--- config.mk ---
export PLATFORM = sky130hd
export DESIGN_NAME = demux_1x16_deser
export DESIGN_NICKNAME = d
export VERILOG_FILES = /design/src/rtl/demux_pkg.sv /design/src/rtl/demux_1x16_dec.sv /design/src/rtl/demux_1x16_deser.sv
export SDC_FILE = /design/constraint.sdc
export NUM_CORES = 1
export LEC_CHECK = 0
export BUFFER_PORTS_ARGS = -buffer_cell sky130_fd_sc_hd__clkbuf_2
export CAP_MARGIN = 5
export CELL_PAD_IN_SITES_DETAIL_PLACEMENT = 0
export CELL_PAD_IN_SITES_GLOBAL_PLACEMENT = 1
export CORE_MARGIN = 5
export CORE_UTILIZATION = 41
export CTS_BUF_LIST = sky130_fd_sc_hd__clkbuf_4
export DETAILED_ROUTE_END_ITERATION = 7
export GPL_ROUTABILITY_DRIVEN = 0
export PLACE_DENSITY = 0.82
export SLEW_MARGIN = 30
export SYNTH_ARGS = -nofsm -noshare
export SYNTH_HDL_FRONTEND = slang
export SYNTH_SLANG_ARGS = --single-unit
--- constraint.sdc ---
create_clock -name clk_i -period 1.7 [get_ports clk_i]
set_clock_uncertainty 0.1 [all_clocks]
set_input_delay 0.34 -clock clk_i [delete_from_list [all_inputs] [get_ports clk_i]]
set_output_delay 0.34 -clock clk_i [all_outputs]
set_load 0.02 [all_outputs]
--- src/rtl/demux_pkg.sv ---
// Shared constants and FSM state type for the 1-to-16 serial demux.
package demux_pkg;
  localparam int LANES = 16;
  localparam int SEL_W = 4;

  typedef enum logic [1:0] {
    IDLE,
    SHIFT,
    HOLD
  } state_e;
endpackage

--- src/rtl/demux_1x16_dec.sv ---
// Enable-gated index to one-hot lane write-enable decoder.
import demux_pkg::*;

module demux_1x16_dec #(
  parameter int LANES = demux_pkg::LANES,
  parameter int SEL_W = demux_pkg::SEL_W
) (
  input  logic             en_i,
  input  logic [SEL_W-1:0] idx_i,
  output logic [LANES-1:0] oh_o
);

  always_comb begin
    oh_o = '0;
    if (en_i) oh_o[idx_i] = 1'b1;
  end

endmodule

--- src/rtl/demux_1x16_deser.sv ---
// Serial-to-parallel demux: addressed lane writes or 16-bit scan
// capture presented with a valid/ready handshake.
import demux_pkg::*;

module demux_1x16_deser #(
  parameter int LANES = demux_pkg::LANES,
  parameter int SEL_W = demux_pkg::SEL_W
) (
  input  logic             clk_i,
  input  logic             rst_ni,
  input  logic             bit_i,
  input  logic             bit_valid_i,
  input  logic             start_i,
  input  logic             wr_i,
  input  logic [SEL_W-1:0] sel_i,
  output logic [LANES-1:0] lanes_o,
  output logic             word_valid_o,
  input  logic             word_ready_i,
  output logic             busy_o,
  output logic [SEL_W-1:0] slot_o,
  output logic             overrun_o
);

  state_e           state_q, state_d;
  logic [SEL_W-1:0] slot_q, slot_d;
  logic [LANES-1:0] shadow_q, shadow_d;
  logic [LANES-1:0] lanes_q, lanes_d;
  logic             valid_q, busy_q, ovr_q;
  logic             drop;
  logic             wr_en, sh_en;
  logic [LANES-1:0] wr_oh, sh_oh;
  logic [LANES-1:0] bit_rep;

  assign bit_rep = {LANES{bit_i}};
  assign wr_en   = (state_q == IDLE) & wr_i & ~start_i;
  assign sh_en   = (state_q == SHIFT) & bit_valid_i;

  demux_1x16_dec #(
    .LANES(LANES),
    .SEL_W(SEL_W)
  ) u_wr_dec (
    .en_i (wr_en),
    .idx_i(sel_i),
    .oh_o (wr_oh)
  );

  demux_1x16_dec #(
    .LANES(LANES),
    .SEL_W(SEL_W)
  ) u_sh_dec (
    .en_i (sh_en),
    .idx_i(slot_q),
    .oh_o (sh_oh)
  );

  always_comb begin
    state_d  = state_q;
    slot_d   = slot_q;
    shadow_d = (shadow_q & ~sh_oh) | (sh_oh & bit_rep);
    lanes_d  = (lanes_q & ~wr_oh) | (wr_oh & bit_rep);
    drop     = 1'b0;
    unique case (state_q)
      IDLE: begin
        drop = start_i & wr_i;
        if (start_i) begin
          state_d  = SHIFT;
          slot_d   = '0;
          shadow_d = '0;
        end
      end
      SHIFT: begin
        drop = start_i | wr_i;
        if (bit_valid_i) begin
          slot_d = slot_q + SEL_W'(1);
          if (slot_q == SEL_W'(LANES - 1)) begin
            lanes_d = shadow_d;
            state_d = HOLD;
          end
        end
      end
      HOLD: begin
        drop = wr_i | (start_i & ~word_ready_i);
        if (word_ready_i) begin
          state_d = start_i ? SHIFT : IDLE;
          slot_d  = '0;
          if (start_i) shadow_d = '0;
        end
      end
      default: state_d = IDLE;
    endcase
  end

  always_ff @(posedge clk_i or negedge rst_ni) begin
    if (!rst_ni) begin
      state_q  <= IDLE;
      slot_q   <= '0;
      shadow_q <= '0;
      lanes_q  <= '0;
      valid_q  <= 1'b0;
      busy_q   <= 1'b0;
      ovr_q    <= 1'b0;
    end else begin
      state_q  <= state_d;
      slot_q   <= slot_d;
      shadow_q <= shadow_d;
      lanes_q  <= lanes_d;
      valid_q  <= (state_d == HOLD);
      busy_q   <= (state_d != IDLE);
      ovr_q    <= drop;
    end
  end

  assign lanes_o      = lanes_q;
  assign word_valid_o = valid_q;
  assign busy_o       = busy_q;
  assign slot_o       = slot_q;
  assign overrun_o    = ovr_q;

endmodule

---- Word-level counts from Yosys, hierarchy flattened ----
Cells that the tools add are included.
W data, S select, Z words.
storage, ports and cells
  bits in read-only memories .............. 0
  bits in latches ......................... 0
  memory bits (writable) .................. 0
  output and inout port bits .............. 23
  flip-flop bits (word level) ............. 41
  bits of input ports ..................... 11
  memories kept ........................... 0
operators by class
  $mul .................................... 0
  muxes and demuxes ....................... 23
  order comparisons ....................... 4
  add/subtract/negate cells ............... 1
  shifts and indexed selects .............. 0
  reductions and logical operators ........ 6
  bitwise logic cells ..................... 17
  divide/modulo/power cells ............... 0
  equality and inequality tests ........... 7
operators with widths
  kind                   count
  $mux W16               7
  $and A16 B16 Y16       4
  $not A16 Y16           2
  $or A16 B16 Y16        2
  $pmux W16 S2           1
  $mux W4                3
  $pmux W4 S3            1
  $lt A4 B5 Y1 const B   2
  $demux W1 S4           2
  $ge A4 B1 Y1 const B   2
  $mux W2                4
  $ne A2 B2 Y1 const B   3
  $pmux W2 S3            1
  $and A1 B1 Y1          5
  $add A4 B1 Y4 const B  1
  $eq A2 B2 Y1 const B   2
  $eq A4 B4 Y1 const B   1
  $reduce_and A4 Y1      1
  $mux W1                3
  $pmux W1 S3            1
  $reduce_bool A3 Y1     1
  $eq A2 B1 Y1 const B   1
  $logic_and A1 B1 Y1    2
  $logic_not A2 Y1       1
  3 further kinds        5

---- Longest topological paths before layout ----
  word-level depth ........................ 11
  gate-level depth with buffers ........... 8
  gate-level depth less buffers ........... 6

---- Cells and area by module ----
From an unflattened synthesis, not the netlist that was laid out.
unflattened totals
  cells, all modules ...................... 241
  area total of the unflattened synthesis .. 2,409.8 um^2
by module, submodules not included
  module                     cells an instance  seq. area each (um^2)  instances  area each (um^2)
  demux_1x16_deser           195                1,026.0                1          2,172.1
  demux_1x16_dec (u_sh_dec)  23                 0.0                    1          120.1
  demux_1x16_dec (u_wr_dec)  23                 0.0                    1          117.6

---- Worst setup path after synthesis ----
OpenSTA, ideal clock, no wires.
  path type ............................... register to register
  start ................................... register slot_q[0] (netlist: slot_o[0])
  end ..................................... register lanes_q[15] (netlist: lanes_o[15])
  slack ................................... -0.161 ns
  data arrival time ....................... 1.633 ns
  period minus slack after synthesis ...... 1.861 ns
  cell stages (with the launch flop) ...... 7
  data required time ...................... 1.472 ns
  cell sequence ........................... dfrtp_1 -> ha_1 -> nand3_4 -> or2_1 -> buf_6 -> o21ai_2 -> mux2_1
between the ends
  word-level cells in the longest chain between the ends .. 11
ends and longest elaborated chain
  element                                                             line                     source
  from (decl)                                                         demux_1x16_deser.sv:25   logic [SEL_W-1:0] slot_q, slot_d;
  from (signal assigned)                                              demux_1x16_deser.sv:104  slot_q <= slot_d;
  $lt A4 B5 Y1 (not written as such) or $ge A4 B1 Y1 (tied branches)  demux_1x16_dec.sv:15     if (en_i) oh_o[idx_i] = 1'b1;
  $logic_and A1 B1 Y1 (not written as such)                           demux_1x16_dec.sv:15
  $mux W1 (not written as such)                                       demux_1x16_dec.sv:15
  $demux W1 S4                                                        --
  $mux W16                                                            demux_1x16_dec.sv:15
  $not A16 Y16                                                        demux_1x16_deser.sv:59   shadow_d = (shadow_q & ~sh_oh) | (sh_oh & bit_rep);
  $and A16 B16 Y16                                                    demux_1x16_deser.sv:59
  $or A16 B16 Y16                                                     demux_1x16_deser.sv:59
  $mux W16 *                                                          demux_1x16_deser.sv:75   if (slot_q == SEL_W'(LANES - 1)) begin
  $mux W16 *                                                          demux_1x16_deser.sv:73   if (bit_valid_i) begin
  $mux W16 *                                                          demux_1x16_deser.sv:62   unique case (state_q)
  named net lanes_d[15]                                               demux_1x16_deser.sv:27   logic [LANES-1:0] lanes_q, lanes_d;
  to (signal assigned)                                                demux_1x16_deser.sv:106  lanes_q <= lanes_d;
  to (decl)                                                           demux_1x16_deser.sv:27
Mark *: on every way through the listed nets, which the timed path passes. The rest lies on a longest branch.
A chain may end at the register's enable or synchronous reset.

---- Final worst setup path ----
  start ................................... register state_q[1]
  end ..................................... register lanes_q[15] (netlist: lanes_o[15])
between the ends
  word-level cells in the longest chain between the ends .. 10
ends and longest elaborated chain
  element                      line                     source
  from (decl)                  demux_1x16_deser.sv:24   state_e state_q, state_d;
  from (signal assigned)       demux_1x16_deser.sv:103  state_q <= state_d;
  $logic_not A2 Y1             demux_1x16_deser.sv:35   assign wr_en = (state_q == IDLE) & wr_i & ~start_i;
  $and A1 B1 Y1 (2 in series)  demux_1x16_deser.sv:35
  $mux W16                     demux_1x16_dec.sv:15
  $not A16 Y16                 demux_1x16_deser.sv:60   lanes_d = (lanes_q & ~wr_oh) | (wr_oh & bit_rep);
  $and A16 B16 Y16             demux_1x16_deser.sv:60
  $or A16 B16 Y16              demux_1x16_deser.sv:60
  $mux W16                     demux_1x16_deser.sv:75
  $mux W16                     demux_1x16_deser.sv:73
  $mux W16 *                   demux_1x16_deser.sv:62
  named net lanes_d[15]        demux_1x16_deser.sv:27
Marks and branches as above.

==> run metrics <==
sw frac=42.41%; routed wire length=6193 um; Peak VDD IR=0.5113 mV; Slew HR=74.35%; period utilization=107.3%; First-pass DRT Iterations=5; Reg2Reg Setup Slack=-120 ps; top cell type's share of synthesized area=43.03%; CTS H-Tree Depth=2; number of flops mapped to enable cells by yosys=0; Die Y=85.32 um; area grow syn2layout=40.72%; PD cells=1259 mW/mm2; Synth Register Bits=40; total die area=0.007280 mm2; drt drc=0; Worst Tran Pin Value=384.8 ps; asr flop ratio synth=100.0%; YS warnings=0; required time worst endpoint=1850 ps; Internal=2.373 mW; Die Wd=85.32 um; Lkg Pwr=1.424 nW; first-pass GRT wire length=9839 um; Worst-Skew Late Latency=350 ps; Fin. Hold Viols=0; Clk pin slew, worst setup/hold paths=130 ps; Finish-stage setup viols=25; GRT overflow=0; DR WL/cell=16.47 um; clock power share=11.7%; sequential share of power=35.0%; fin util=59.44%; Hold Path Class=input port to flip-flop; largest net degree at the start of global routing=41; Clock Root Buffer=clkbuf_4; RSZ-0062 raised after global routing=yes; cells after synthesis=238; Net Switching=1.748 mW; Max-cap violations=0; post-synth top area cell=dfrtp_1; cts bufs inserted=5; # diodes=0; Seq/Total Area, Yosys=43.03%; port bufs=33; core area=0.005507 mm2; vias=2004; Synth area leaders=dfrtp_1, mux2i_1, a21oi_2; Rows=27; syn nets=257; share of cells above drive strength 1=50.99%; critical path type=flip-flop to flip-flop; I/O pin cnt=34; CTS Buffer Depth=2; element type at the critical path end=flip-flop; HPWL Detailed=4084 um; initial antenna violation count=0; Min Clock Period, post-route=1825 ps; distinct cell type count after synthesis=44; CP Max Fanout=7; status=finished, violations left; worst setup margin=-124.8 ps; Avg Cell Area, Syn=9.773 um2; Logic pwr share=53.4%; final net count=323; Fmax=548.0 MHz; fin. max-slew vios=0; Synth Flop Type=dfrtp_1; CP arrival=1980 ps; Final ANT Viol Nets=0; TritonCTS Sinks=40; starting density of the core=42.24%; layout filler cell count=462; mapped cell area=0.002326 mm2; CTS tree=built; crit path launch type=flip-flop; vias per cell=5.330; number of global-route vias before repair=1955; gr usage total=16.99%; failing checks=setup timing; initial drt markers=114; Placement Setup Slack=-145.6 ps
[layer usage]
layer / share of wire (%) / wire length (um) / GRT usage (%) / vias up
met5: 0 / 0 / 0 / -
met4: 1.4 / 84 / 6.331 / 0
met3: 4.0 / 249 / 3.495 / 8
met2: 49 / 3008 / 26.41 / 48
met1: 46 / 2851 / 23.24 / 971
li1: - / - / - / 977
[stage by stage]
step	area, um2	std cells	setup TNS, ps	hold slack, ps	power (mW)
detailed placement	2760	356	-1548	234.0	3.230
global route	3273	376	-3502	284.6	4.398
floorplan	2356	238	-20.19	-55.59	2.553
global placement	2760	356	-1235	233.4	3.222
finish	3273	376	-1203	290.0	4.121
CTS	2952	369	-94.01	230.5	3.836
[power groups by stage]
stage / sequential (mW) / clock [mW] / combinational, mW
6_report: 1.44 / 0.480 / 2.20
5_1_grt: 1.48 / 0.543 / 2.38
4_1_cts: 1.42 / 0.490 / 1.92
3_5_place_dp: 1.44 / 0 / 1.79
3_3_place_gp: 1.44 / 0 / 1.78
2_1_floorplan: 1.66 / 0 / 0.896
[registers in the layout (all words and copies together) (netlist names)]
| name | cells |
|---|---|
| shadow_q | 15 |
| overrun_o | 1 |
| word_valid_o | 1 |
| state_q | 2 |
| lanes_o | 16 |
| slot_o | 4 |
| busy_o | 1 |
[Yosys cell counts, types with 5 or more instances]
cell      instances
nand2_1          15
clkbuf_1          5
nor2_1           27
nand2b_1          5
ha_1              8
o21ai_0          12
nor3_1           12
nor2_2            8
a21oi_2          12
a21oi_1           9
nand3_1           5
dfrtp_1          40
mux2i_1          19
[logic make-up (layout without fill, tap and decap cells)]
family,count (synthesis),after routing,synth area share (%)
and+or+nand+nor,97,97,23.24
AOI/OAI and AO/OA,54,54,15.87
DFF,40,40,43.03
muxes,20,20,8.660
buffers and inverters,19,85,4.895
adders and majority gates,8,8,4.304
[critical path: stages, from the launching register on]
cell	delay, ps
dfrtp_1	440
inv_2	130
buf_12	110
ha_4	200
nand3_4	90
or2_4	280
o21ai_2	80
mux2_4	310
[timing repair]
action,CTS,global route
pin swaps,7,15
endpoints found under the hold margin,40,0
hold buffers,1,0
gates resized for setup,18,54
setup endpoints to repair,24,33
cloned,0,1
buffers inserted,5,6
[cell type report]
cell class	count	area [um2]	share of cell area, %
Multi-Input combinational cell	179	1525	46.60
Sequential cell	40	1003	30.66
Timing Repair Buffer	74	589.3	18.00
Tap cell	72	90.09	2.752
Clock buffer	5	37.54	1.147
Inverter	4	15.01	0.4587
Clock inverter	2	12.51	0.3823
[cells in the final DEF, fill, tap and decap left out, types with 2 or more instances in the layout]
| cell | synthesis | final |
|---|---|---|
| nand3_2 | 3 | 2 |
| nand2b_1 | 5 | 4 |
| dfrtp_2 | 0 | 2 |
| nand2_2 | 0 | 2 |
| dfrtp_1 | 40 | 38 |
| o21ai_2 | 1 | 3 |
| inv_1 | 4 | 2 |
| o21ai_0 | 12 | 8 |
| nor2_4 | 1 | 8 |
| a31oi_1 | 4 | 4 |
| nor3_2 | 0 | 6 |
| or2_4 | 0 | 2 |
| clkbuf_4 | 0 | 5 |
| nor3_1 | 12 | 3 |
| a21oi_2 | 12 | 12 |
| a21o_1 | 2 | 2 |
| ha_1 | 8 | 4 |
| buf_12 | 0 | 5 |
| nor2_2 | 8 | 9 |
| nor2b_1 | 2 | 2 |
| mux2i_2 | 0 | 3 |
| a22oi_1 | 4 | 4 |
| nor2_1 | 27 | 19 |
| a21oi_1 | 9 | 9 |
| inv_2 | 0 | 2 |
| nand3_4 | 1 | 2 |
| o21ai_1 | 1 | 3 |
| nor3_4 | 0 | 3 |
| mux2i_1 | 19 | 16 |
| nand3_1 | 5 | 5 |
| nand2_1 | 15 | 13 |
| nor4_2 | 0 | 2 |
| a22o_1 | 4 | 4 |
| nand4_1 | 3 | 3 |
| buf_6 | 4 | 7 |
| ha_4 | 0 | 4 |
| buf_4 | 2 | 26 |
| clkbuf_2 | 0 | 33 |
[final timing paths]
path / startpoint / endpoint / depth (start not counted)
max: state_q[1] / lanes_o[15] / 7
min: bit_i / shadow_q[1] / 3
max reg2reg: state_q[1] / lanes_o[15] / 7
min reg2reg: lanes_o[13] / lanes_o[13] / 2
max in group asynchronous: rst_ni / state_q[1] / 3
min in group asynchronous: rst_ni / slot_o[0] / 3
(Power assumes the default switching activity.)
